==> src/rtl/comm_sequencer.sv <==
// comm_sequencer: decodes start/stop/end communication words and throttles fetch
// while waiting on dependencies, draining before a stop publish, or halted.
module comm_sequencer #(
    parameter int STOP_DRAIN_CYCLES  = 4,
    parameter int DEP_TIMEOUT_CYCLES = 1023
) (
    input  logic        clock,
    input  logic        reset,
    input  logic        communication_enable_in,
    input  logic [18:0] communication_signal_in,
    input  logic [15:0] dep_status_in,
    output logic        wait_for_next_out,
    output logic [15:0] signal_out,
    output logic        signal_valid_out,
    output logic        exec_done_out,
    output logic        dep_timeout_out,
    output logic        protocol_error_out
);
    localparam int TW = DEP_TIMEOUT_CYCLES > 0 ? $clog2(DEP_TIMEOUT_CYCLES + 1) : 1;
    localparam int TL = DEP_TIMEOUT_CYCLES > 0 ? DEP_TIMEOUT_CYCLES - 1 : 0;
    localparam logic [TW-1:0] T_LAST = TL[TW-1:0];
    localparam int DL = STOP_DRAIN_CYCLES - 1;
    localparam logic [7:0] D_LOAD = DL[7:0];

    typedef enum logic [1:0] {RUN, DEP_WAIT, DRAIN, HALT} state_t;

    state_t        state_q, state_d;
    logic [15:0]   mask_q, mask_d, pend_q, pend_d, signal_q, signal_d;
    logic [TW-1:0] tcnt_q, tcnt_d;
    logic [7:0]    dcnt_q, dcnt_d;
    logic          wait_q, wait_d, valid_q, valid_d, done_q, done_d;
    logic          to_q, to_d, perr_q, perr_d;

    wire [15:0] word = communication_signal_in[15:0];
    wire start_ok = (dep_status_in & word) == word;
    wire dep_ok   = (dep_status_in & mask_q) == mask_q;

    always_comb begin
        state_d  = state_q;
        mask_d   = mask_q;
        pend_d   = pend_q;
        signal_d = signal_q;
        tcnt_d   = tcnt_q;
        dcnt_d   = dcnt_q;
        valid_d  = 1'b0;
        done_d   = done_q;
        to_d     = to_q;
        perr_d   = communication_enable_in && state_q != RUN;
        case (state_q)
            RUN: if (communication_enable_in) begin
                case (communication_signal_in[18:17])
                    2'b10: if (communication_signal_in[16]) begin
                        mask_d = word;
                        if (!start_ok) begin
                            state_d = DEP_WAIT;
                            tcnt_d  = '0;
                        end
                    end
                    2'b11: begin
                        pend_d  = word;
                        dcnt_d  = D_LOAD;
                        state_d = DRAIN;
                    end
                    2'b00: begin
                        state_d = HALT;
                        done_d  = 1'b1;
                    end
                    default: perr_d = 1'b1;
                endcase
            end
            // satisfaction takes priority over the timeout limit
            DEP_WAIT: begin
                if (dep_ok) state_d = RUN;
                else if (DEP_TIMEOUT_CYCLES != 0 && tcnt_q == T_LAST) begin
                    state_d = HALT;
                    to_d    = 1'b1;
                end else if (tcnt_q != '1) tcnt_d = tcnt_q + 1'b1;
            end
            DRAIN: begin
                if (dcnt_q == 8'd0) begin
                    state_d  = RUN;
                    signal_d = pend_q;
                    valid_d  = 1'b1;
                end else dcnt_d = dcnt_q - 8'd1;
            end
            default: ;
        endcase
        wait_d = state_d != RUN;
    end

    always_ff @(posedge clock) begin
        if (reset) begin
            state_q  <= RUN;
            mask_q   <= '0;
            pend_q   <= '0;
            signal_q <= '0;
            tcnt_q   <= '0;
            dcnt_q   <= '0;
            wait_q   <= 1'b0;
            valid_q  <= 1'b0;
            done_q   <= 1'b0;
            to_q     <= 1'b0;
            perr_q   <= 1'b0;
        end else begin
            state_q  <= state_d;
            mask_q   <= mask_d;
            pend_q   <= pend_d;
            signal_q <= signal_d;
            tcnt_q   <= tcnt_d;
            dcnt_q   <= dcnt_d;
            wait_q   <= wait_d;
            valid_q  <= valid_d;
            done_q   <= done_d;
            to_q     <= to_d;
            perr_q   <= perr_d;
        end
    end

    assign wait_for_next_out  = wait_q;
    assign signal_out         = signal_q;
    assign signal_valid_out   = valid_q;
    assign exec_done_out      = done_q;
    assign dep_timeout_out    = to_q;
    assign protocol_error_out = perr_q;
endmodule

==> config.mk <==
export PLATFORM = sky130hd
export DESIGN_NAME = comm_sequencer
export DESIGN_NICKNAME = d
export VERILOG_FILES = /design/src/rtl/comm_sequencer.sv
export SDC_FILE = /design/constraint.sdc
export NUM_CORES = 1
export LEC_CHECK = 0
export BUFFER_PORTS_ARGS = -buffer_cell sky130_fd_sc_hd__buf_2
export CORE_UTILIZATION = 45
export CTS_CLUSTER_SIZE = 30
export DETAILED_ROUTE_END_ITERATION = 12
export PLACE_DENSITY = 0.67
export SETUP_SLACK_MARGIN = 0.15
export SLEW_MARGIN = 20
export SYNTH_ARGS = -nofsm -noshare
export SYNTH_HDL_FRONTEND = slang
export SYNTH_SLANG_ARGS = --single-unit
==> constraint.sdc <==
create_clock -name clock -period 4.88 [get_ports clock]
set_input_delay 0.976 -clock clock [delete_from_list [all_inputs] [get_ports clock]]
set_output_delay 0.976 -clock clock [all_outputs]
set_load 0.02 [all_outputs]
### After elaboration in Yosys (flattened, before gate mapping)

Cells that the tools add are included.

| operators by class | value |
|---|---|
| $add $sub $neg | 2 |
| reductions and logical operators | 17 |
| equality and inequality tests | 17 |
| mux-type cells | 24 |
| bitwise operators | 4 |

Operators by type and width:

| operator | count |
|---|---|
| $mux 10 | 7 |
| $and 16x16->16 | 2 |
| $eq 16x16->1 | 2 |
| $mux 8 | 3 |
| $pmux 10 s2 | 1 |
| $ne 2x2->1 const B | 8 |
| $pmux 8 s2 | 1 |
| $mux 2 | 6 |
| $pmux 2 s3 | 2 |
| $add 10x1->10 const B | 1 |
| $eq 10x10->1 const B | 1 |
| $ne 10x10->1 const B | 1 |
| $reduce_and 3->1 | 3 |
| $logic_not 8->1 | 1 |
| $reduce_and 4->1 | 2 |
| $reduce_and 8->1 | 1 |
| $reduce_bool 2->1 | 4 |
| $sub 8x1->8 const B | 1 |
| $eq 2x2->1 const B | 3 |
| $logic_not 2->1 | 2 |
| $mux 1 | 4 |
| $reduce_or 3->1 | 1 |
| $eq 2x1->1 const B | 1 |
| $ne 2x1->1 const B | 1 |
| 4 further kinds | 5 |

| storage, ports and cells | value |
|---|---|
| input bits | 38 |
| word-level logic and storage cells | 75 |
| bits in registers | 73 |
| output and inout port bits | 21 |

### Depth between registers and ports, before layout

Gate-level depths: netlist of the first run.

| depth | value |
|---|---|
| depth after elaboration | 8 |
| gate-level depth with buffers | 8 |
| depth with buffers taken out | 7 |

### Least setup slack after synthesis of the first run

OpenSTA, ideal clock, no wires.

| timing path | value |
|---|---|
| path kind | in2reg |
| start point | in communication_signal_in[17] |
| end point | reg tcnt_q[3] |
| buffers on the path | 0 |
| slack | 2.511 ns |
| data arrival time | 2.298 ns |
| library setup time | 0.071 ns |
| required time | 4.809 ns |
| cell stages on the path | 6 |
| cell sequence | inv_1 ha_1 o32ai_2 or4b_1 or3_1 a21oi_1 |

| between the ends | value |
|---|---|
| longest elaborated chain between the ends | 3 |

Ends and longest elaborated chain:

| item | line | RTL |
|---|---|---|
| start: declaration | 10 | `input logic [18:0] communication_signal_in,` |
| $eq 2x2->1 | 51 | `case (communication_signal_in[18:17])` |
| $ne 2x2->1 (no line) | - |  |
| $reduce_and 8->1 (no line) | - |  |
| end signal: assignment | 109 | `tcnt_q <= tcnt_d;` |
| end: declaration | 29 | `logic [TW-1:0] tcnt_q, tcnt_d;` |

Every way passes these cells.
A chain may end at the register's enable or synchronous reset.

### Worst setup path after layout of the first run

| timing path | value |
|---|---|
| start point | in communication_enable_in |
| end point | reg dcnt_q[3] |

| between the ends | value |
|---|---|
| longest elaborated chain between the ends | 2 |

Ends and longest elaborated chain:

| item | line | RTL |
|---|---|---|
| start: declaration | 9 | `input logic communication_enable_in,` |
| $ne 2x2->1 (no line) | - |  |
| $reduce_and 4->1 (no line) | - |  |
| end signal: assignment | 110 | `dcnt_q <= dcnt_d;` |
| end: declaration | 30 | `logic [7:0] dcnt_q, dcnt_d;` |

Every way passes these cells.

==> results of run 1 <==
-- cells in the final DEF (no fill, tap or decap), types with 9 or more instances in the layout --
| master | netlist | routed |
|---|---|---|
| buf_2 | 7 | 58 |
| clkbuf_8 | 0 | 9 |
| a21oi_1 | 58 | 58 |
| inv_1 | 14 | 14 |
| nor2_1 | 13 | 13 |
| nor2b_1 | 26 | 26 |
| nand2_1 | 106 | 106 |
| dfxtp_1 | 73 | 73 |
| or3_1 | 10 | 10 |
-- area by class of cell --
class	count	area share, %
clock buffers	9	3.28
clock inverters	7	2.65
inverters	14	1.39
multi-input cells	291	42.9
flip-flops and latches	73	38.7
well taps	96	3.18
repair buffers	59	7.89
-- worst max-delay path, delay by kind of cell --
| family | cells | cell delay [ns] |
|---|---|---|
| simple gates | 4 | 1.37 |
| xor+xnor | 1 | 0.13 |
| buf+inv | 1 | 0.11 |
| compound gates | 1 | 0.30 |
-- registers in the layout (all words and copies together) (netlist names) --
register / flops
exec_done_out: 1
protocol_error_out: 1
dep_timeout_out: 1
state_q: 2
dcnt_q: 8
tcnt_q: 10
mask_q: 16
signal_valid_out: 1
signal_out: 16
wait_for_next_out: 1
pend_q: 16
-- worst max-delay path by stage --
stage / start / to / slack [ns] / cells after the start
6_report: communication_enable_in / dcnt_q[3]$_SDFFE_PP0P_ / 2.23 / 7
5_1_grt: communication_enable_in / dcnt_q[3]$_SDFFE_PP0P_ / 2.03 / 7
4_1_cts: communication_enable_in / dcnt_q[3]$_SDFFE_PP0P_ / 2.24 / 7
3_5_place_dp: communication_enable_in / dcnt_q[3]$_SDFFE_PP0P_ / 1.86 / 7
3_3_place_gp: communication_enable_in / dcnt_q[3]$_SDFFE_PP0P_ / 1.89 / 7
2_1_floorplan: communication_signal_in[17] / tcnt_q[3]$_SDFFE_PP0P_ / 2.51 / 6
-- power breakdown --
part           total (mW)  internal, mW  switching, mW
Clock               0.538         0.293          0.245
Sequential          0.630         0.615         0.0144
Combinational       0.147        0.0551         0.0920
-- through the flow --
| step | setup WS [ns] | hold slack, ns | utilization [%] | instances | total power, mW |
|---|---|---|---|---|---|
| 3_3_place_gp | 1.89 | 0.433 | 52.0 | 533 | 0.789 |
| 3_5_place_dp | 1.86 | 0.435 | 52.0 | 533 | 0.790 |
| 2_1_floorplan | 2.51 | 0.432 | - | 396 | 0.743 |
| 4_1_cts | 2.24 | 0.448 | 55.3 | 549 | 1.33 |
| 6_report | 2.23 | 0.442 | 55.3 | 549 | 1.31 |
| 5_1_grt | 2.03 | 0.468 | 55.3 | 549 | 1.37 |
-- cells by family (layout without fill, tap and decap cells) --
| kind of cell | after synthesis | after routing | synth area share [%] |
|---|---|---|---|
| buffers and inverters | 32 | 89 | 4.24 |
| adder cells (fa/ha/maj) | 7 | 7 | 2.72 |
| XOR/XNOR | 6 | 6 | 1.63 |
| AND/OR/NAND/NOR | 186 | 186 | 27.7 |
| AO/OA/AOI/OAI | 92 | 92 | 18.3 |
| flip-flops | 73 | 73 | 45.4 |
-- routing by layer --
layer / global-route usage (%) / routed length, µm
met2: 31.7 / 3270
met4: 10.0 / 124
met1: 30.4 / 3650
met5: 0 / 0
met3: 3.71 / 295
==> impl_metrics.json, run 1 <==
{
  "gp_congestion": 0.834,
  "synth.yosys.seq_area_share_pct": 45.4,
  "maxSlewHeadroom_pct": 53.9,
  "layout_worst_path_cycle_share_pct": 54.3,
  "reg2reg_depth": 6,
  "mappedNetlistArea_um2": 3220,
  "leftover_overflow_at_the_end_of_global_routing": 0,
  "wire_length_of_the_first_global_routing_pass_um": 12400,
  "antenna_found_initial": 0,
  "cts_buffers": 9,
  "critPathKind": "in -> reg",
  "fp.dieArea_um2": 7490,
  "number_of_warnings_issued_by_yosys": 0,
  "avgRoutedWirePerCell_um": 13.4,
  "status": "complete, no violations",
  "synthToLayoutAreaGrowth_pct": 17.3,
  "regArea_um2": 1460,
  "routed_via_density": 5.14,
  "fillCellCount": 690,
  "pin_count_of_the_biggest_net_entering_global_routing": 58,
  "netlist-cell-type-count": 45,
  "num_io_pins": 59,
  "cts_setup_buffers": 0,
  "cts_root_buf": "clkbuf_8",
  "grt_setup_unrepaired": "no",
  "effective_utilization_at_floorplan_pct": 47.1,
  "critical_path.startpoint_type": "primary input",
  "cts-root-to-sink-buffers": 2,
  "area_of_the_multi_input_gates_um2": 1620,
  "drcViolationCount": 0,
  "grtUsageTotal_pct": 21.4,
  "synth_top_flop_cell": "dfxtp_1",
  "synth_nets": 441,
  "yosys.area.top_type": "dfxtp_1",
  "regToRegSetupSlack_ns": 2.44,
  "achievable-frequency_ghz": 0.378,
  "power.ir.vdd_worst_uv": 192,
  "setup_viol_count_final": 0,
  "nNetsFinal": 493,
  "synth.ff_latch_count": 73,
  "worstPathCellList": "buf_2 > nor3b_1 > and2_1 > o211a_1 > nor2b_1 > xnor2_1 > nor2_1",
  "core-area_um2": 6830,
  "antenna_cells": 0,
  "tns_ns": 0,
  "timing.rr.start": "state_q[0]$_SDFF_PP0_",
  "final_area_um2": 3770,
  "routed-via-count": 2823,
  "synth_cells": 396,
  "total_detailed_routing_wirelength_um": 7340,
  "holdPathEnd": "dep_timeout_out$_SDFFE_PP0P_",
  "cts_tree": "done",
  "hold_class": "reg -> reg",
  "floorplan.rows": 30,
  "fin_skew_ns": 0.00971,
  "endpoint_of_the_worst_register_to_register_path": "dcnt_q[3]$_SDFFE_PP0P_",
  "cts_hold_buffers_added": 0,
  "post_route_cells_drive_above_1_share_pct": 19.2,
  "synthTopCellsByArea": "dfxtp_1 (45%), nand2_1 (12%), a21oi_1 (9.0%)",
  "biggest_fanout_along_the_worst_timing_path": 20,
  "p_leak_nw": 1.46,
  "dpl-instance-area_um2": 3550,
  "postSynth.asyncResetShare_pct": 0,
  "worst_path_largest_cell_delay_ns": 0.66,
  "yosys.area.top_type_share_pct": 45.4,
  "synth_top_cells_by_count": "nand2_1 (106), dfxtp_1 (73), a21oi_1 (58)",
  "place.detailed.hpwl_um": 5140,
  "powerDensity_nw_per_um2": 348,
  "timing.hold.worst.start": "dep_timeout_out$_SDFFE_PP0P_",
  "htreeDepth": 3,
  "synth_area_per_cell_um2": 8.12,
  "vias_in_the_first_global_route": 2571,
  "maxCapViolations": 0,
  "min_delay_path_depth": 2,
  "io_buffers": 58,
  "dr.pass1.iters": 4,
  "clkSlewWorstSetupHoldPaths_ns": 0.08,
  "clock_sink_count": 73,
  "timing.critical_path.arrival_ns": 2.89,
  "die_height_um": 86.6,
  "die_width_um": 86.6,
  "drtAntennaViolNets": 0,
  "post_cts_resized": 0,
  "tightest_slew_ns": 0.690,
  "dr.first_iter.drc_count": 135,
  "most_instantiated_library_cell_after_synthesis": "nand2_1",
  "crit_required_ns": 5.12,
  "clock_network_latency_to_the_later_pin_of_the_worst_skew_pair_ns": 0.36,
  "finalMaxSlewViolations": 0,
  "edff_count_synth": 0,
  "report.final.hold_viol_count": 0,
  "cp_slowest_cell": "and2_1",
  "fin_crit_ns": 2.65,
  "end_kind": "flip-flop"
}
Power figures use the tool's default switching activity.
==> run 2, diff against run 1 <==
- PLACE_DENSITY: 0.67 -> 0.69
- clock period: 4.88 -> 2.27 ns (I/O delays scaled with it)
==> impl_metrics.json, run 2 (same netlist as run 1, synthesis figures left out) <==
{
  "htreeDepth": 3,
  "critical_path.startpoint_type": "primary input",
  "achievable-frequency_ghz": 0.484,
  "core-area_um2": 6830,
  "die_height_um": 86.6,
  "fillCellCount": 642,
  "antenna_cells": 0,
  "end_kind": "flip-flop",
  "pwr-share-comb_pct": 13.6,
  "effective_utilization_at_floorplan_pct": 47.1,
  "maxSlewHeadroom_pct": 59.3,
  "nNetsFinal": 516,
  "fin_skew_ns": 0.00829,
  "fin_crit_ns": 2.07,
  "grt_setup_unrepaired": "no",
  "fin_cells": 572,
  "final_area_um2": 3940,
  "num_io_pins": 59,
  "clkSlewWorstSetupHoldPaths_ns": 0.08,
  "place.detailed.instances": 555,
  "timing.critical_path.arrival_ns": 2.29,
  "power.share.switching_pct": 29.0,
  "power.ir.vdd_worst_uv": 363,
  "tightest_slew_ns": 0.609,
  "finalMaxSlewViolations": 0,
  "pin_count_of_the_biggest_net_entering_global_routing": 39,
  "dr.pass1.iters": 4,
  "crit_required_ns": 2.49,
  "maxCapViolations": 0,
  "routed_via_density": 5.21,
  "critPathKind": "in -> reg",
  "layout.core_utilization_pct": 57.6,
  "cts_root_buf": "clkbuf_8",
  "report.final.hold_viol_count": 0,
  "p_leak_nw": 1.55,
  "total_switching_power_mw": 0.771,
  "gp_congestion": 0.921,
  "dpl-instance-area_um2": 3730,
  "post_route_cells_drive_above_1_share_pct": 23.9,
  "cts_buffers": 9,
  "routed-via-count": 2982,
  "clock_power_share_pct": 35.6,
  "biggest_fanout_along_the_worst_timing_path": 3,
  "mostFrequentLayoutCell": "nand2_1",
  "place.detailed.hpwl_um": 5720,
  "fp.dieArea_um2": 7490,
  "drtAntennaViolNets": 0,
  "leftover_overflow_at_the_end_of_global_routing": 0,
  "grtUsageTotal_pct": 21.9,
  "cts_hold_buffers_added": 0,
  "status": "complete, no violations",
  "clock_network_latency_to_the_later_pin_of_the_worst_skew_pair_ns": 0.34,
  "clock_sink_count": 73,
  "dr.first_iter.drc_count": 149,
  "cts_tree": "done",
  "floorplan.rows": 30,
  "sequentialPowerShare_pct": 50.8,
  "powerDensity_nw_per_um2": 676,
  "total_detailed_routing_wirelength_um": 7720,
  "avgRoutedWirePerCell_um": 13.5,
  "hold_class": "in -> reg",
  "die_width_um": 86.6,
  "vias_in_the_first_global_route": 2745,
  "layout_worst_path_cycle_share_pct": 91.0,
  "io_buffers": 58,
  "cts-root-to-sink-buffers": 2,
  "setup_viol_count_final": 0,
  "power.internal_mw": 1.89,
  "wire_length_of_the_first_global_routing_pass_um": 12800,
  "antenna_found_initial": 0,
  "synthToLayoutAreaGrowth_pct": 22.4,
  "drcViolationCount": 0,
  "top_library_cells_by_usage_in_the_layout_fill_and_taps_aside": "nand2_1 (106), dfxtp_1 (72), a21oi_1 (58), buf_2 (58), nor2b_1 (26)"
}
-- run 2: cell count changes in the layout (fill, tap and decap cells not counted), sizes merged --
cell / change
buf: +23
clkinvlp: +3
bufinv: -2
clkinv: -2
inv: +1
-- run 2: metrics by stage --
stage / power [mW] / setup TNS (ns) / setup slack (ns) / hold slack, ns
after floorplan: 1.60 / 0 / 0.364 / 0.432
after global placement: 1.73 / -1.97 / -0.233 / 0.439
after detailed placement: 1.74 / -2.02 / -0.251 / 0.445
after CTS: 2.69 / 0 / 0.157 / 0.355
after global routing: 2.79 / 0 / 0.148 / 0.364
final: 2.66 / 0 / 0.203 / 0.368
-- run 2: worst max-delay path, stage by stage --
cell and delay, ns:
buf_2 0.11, nor2b_1 0.13, a2111oi_1 0.59, nand4_1 0.23, buf_4 0.21, a31oi_1 0.18
o41ai_1 0.10, or2_2 0.29
-- run 2: per-layer routing --
| layer | GRT usage, % | vias up | routed length [µm] |
|---|---|---|---|
| li1 | - | 1506 | - |
| met1 | 30.3 | 1393 | 3730 |
| met2 | 34.1 | 76 | 3600 |
| met3 | 3.71 | 7 | 332 |
| met4 | 8.48 | 0 | 65 |
| met5 | 0 | - | 0 |
-- run 2: final timing paths --
| check | start | end | slack, ns | cells past startpoint |
|---|---|---|---|---|
| worst max register to register | tcnt_q[0]$_SDFFE_PP0P_ | tcnt_q[3]$_SDFFE_PP0P_ | 0.23 | 7 |
| worst min register to register | signal_out[6]$_SDFFE_PP0P_ | signal_out[6]$_SDFFE_PP0P_ | 0.45 | 2 |
| worst max-delay path | communication_signal_in[1] | wait_for_next_out$_SDFF_PP0_ | 0.20 | 8 |
| worst min-delay path | communication_signal_in[2] | pend_q[2]$_SDFFE_PP0P_ | 0.37 | 3 |
-- run 2: cell type report --
| type | count | area (µm²) | share of cell area [%] |
|---|---|---|---|
| flip-flops and latches | 73 | 1470 | 37.2 |
| multi-input cells | 291 | 1630 | 41.4 |
| repair buffers | 82 | 483 | 12.3 |
| well taps | 96 | 120 | 3.05 |
| inverters | 14 | 52.6 | 1.33 |
| clock inverters | 7 | 62.6 | 1.59 |
| clock buffers | 9 | 124 | 3.15 |
-- run 2: timing repair --
| action | CTS | global route |
|---|---|---|
| endpoints found under the setup margin | 2 | 2 |
| pin swaps | 0 | 1 |
| setup buffers | 0 | 1 |
| gates resized for setup | 2 | 4 |
-- run 2: power by group through the flow --
stage | Sequential [mW] | Clock [mW] | Combinational [mW]
3_3_place_gp | 1.38 | 0 | 0.351
2_1_floorplan | 1.38 | 0 | 0.216
6_report | 1.35 | 0.946 | 0.363
4_1_cts | 1.35 | 0.976 | 0.360
3_5_place_dp | 1.38 | 0 | 0.358
5_1_grt | 1.36 | 1.03 | 0.399
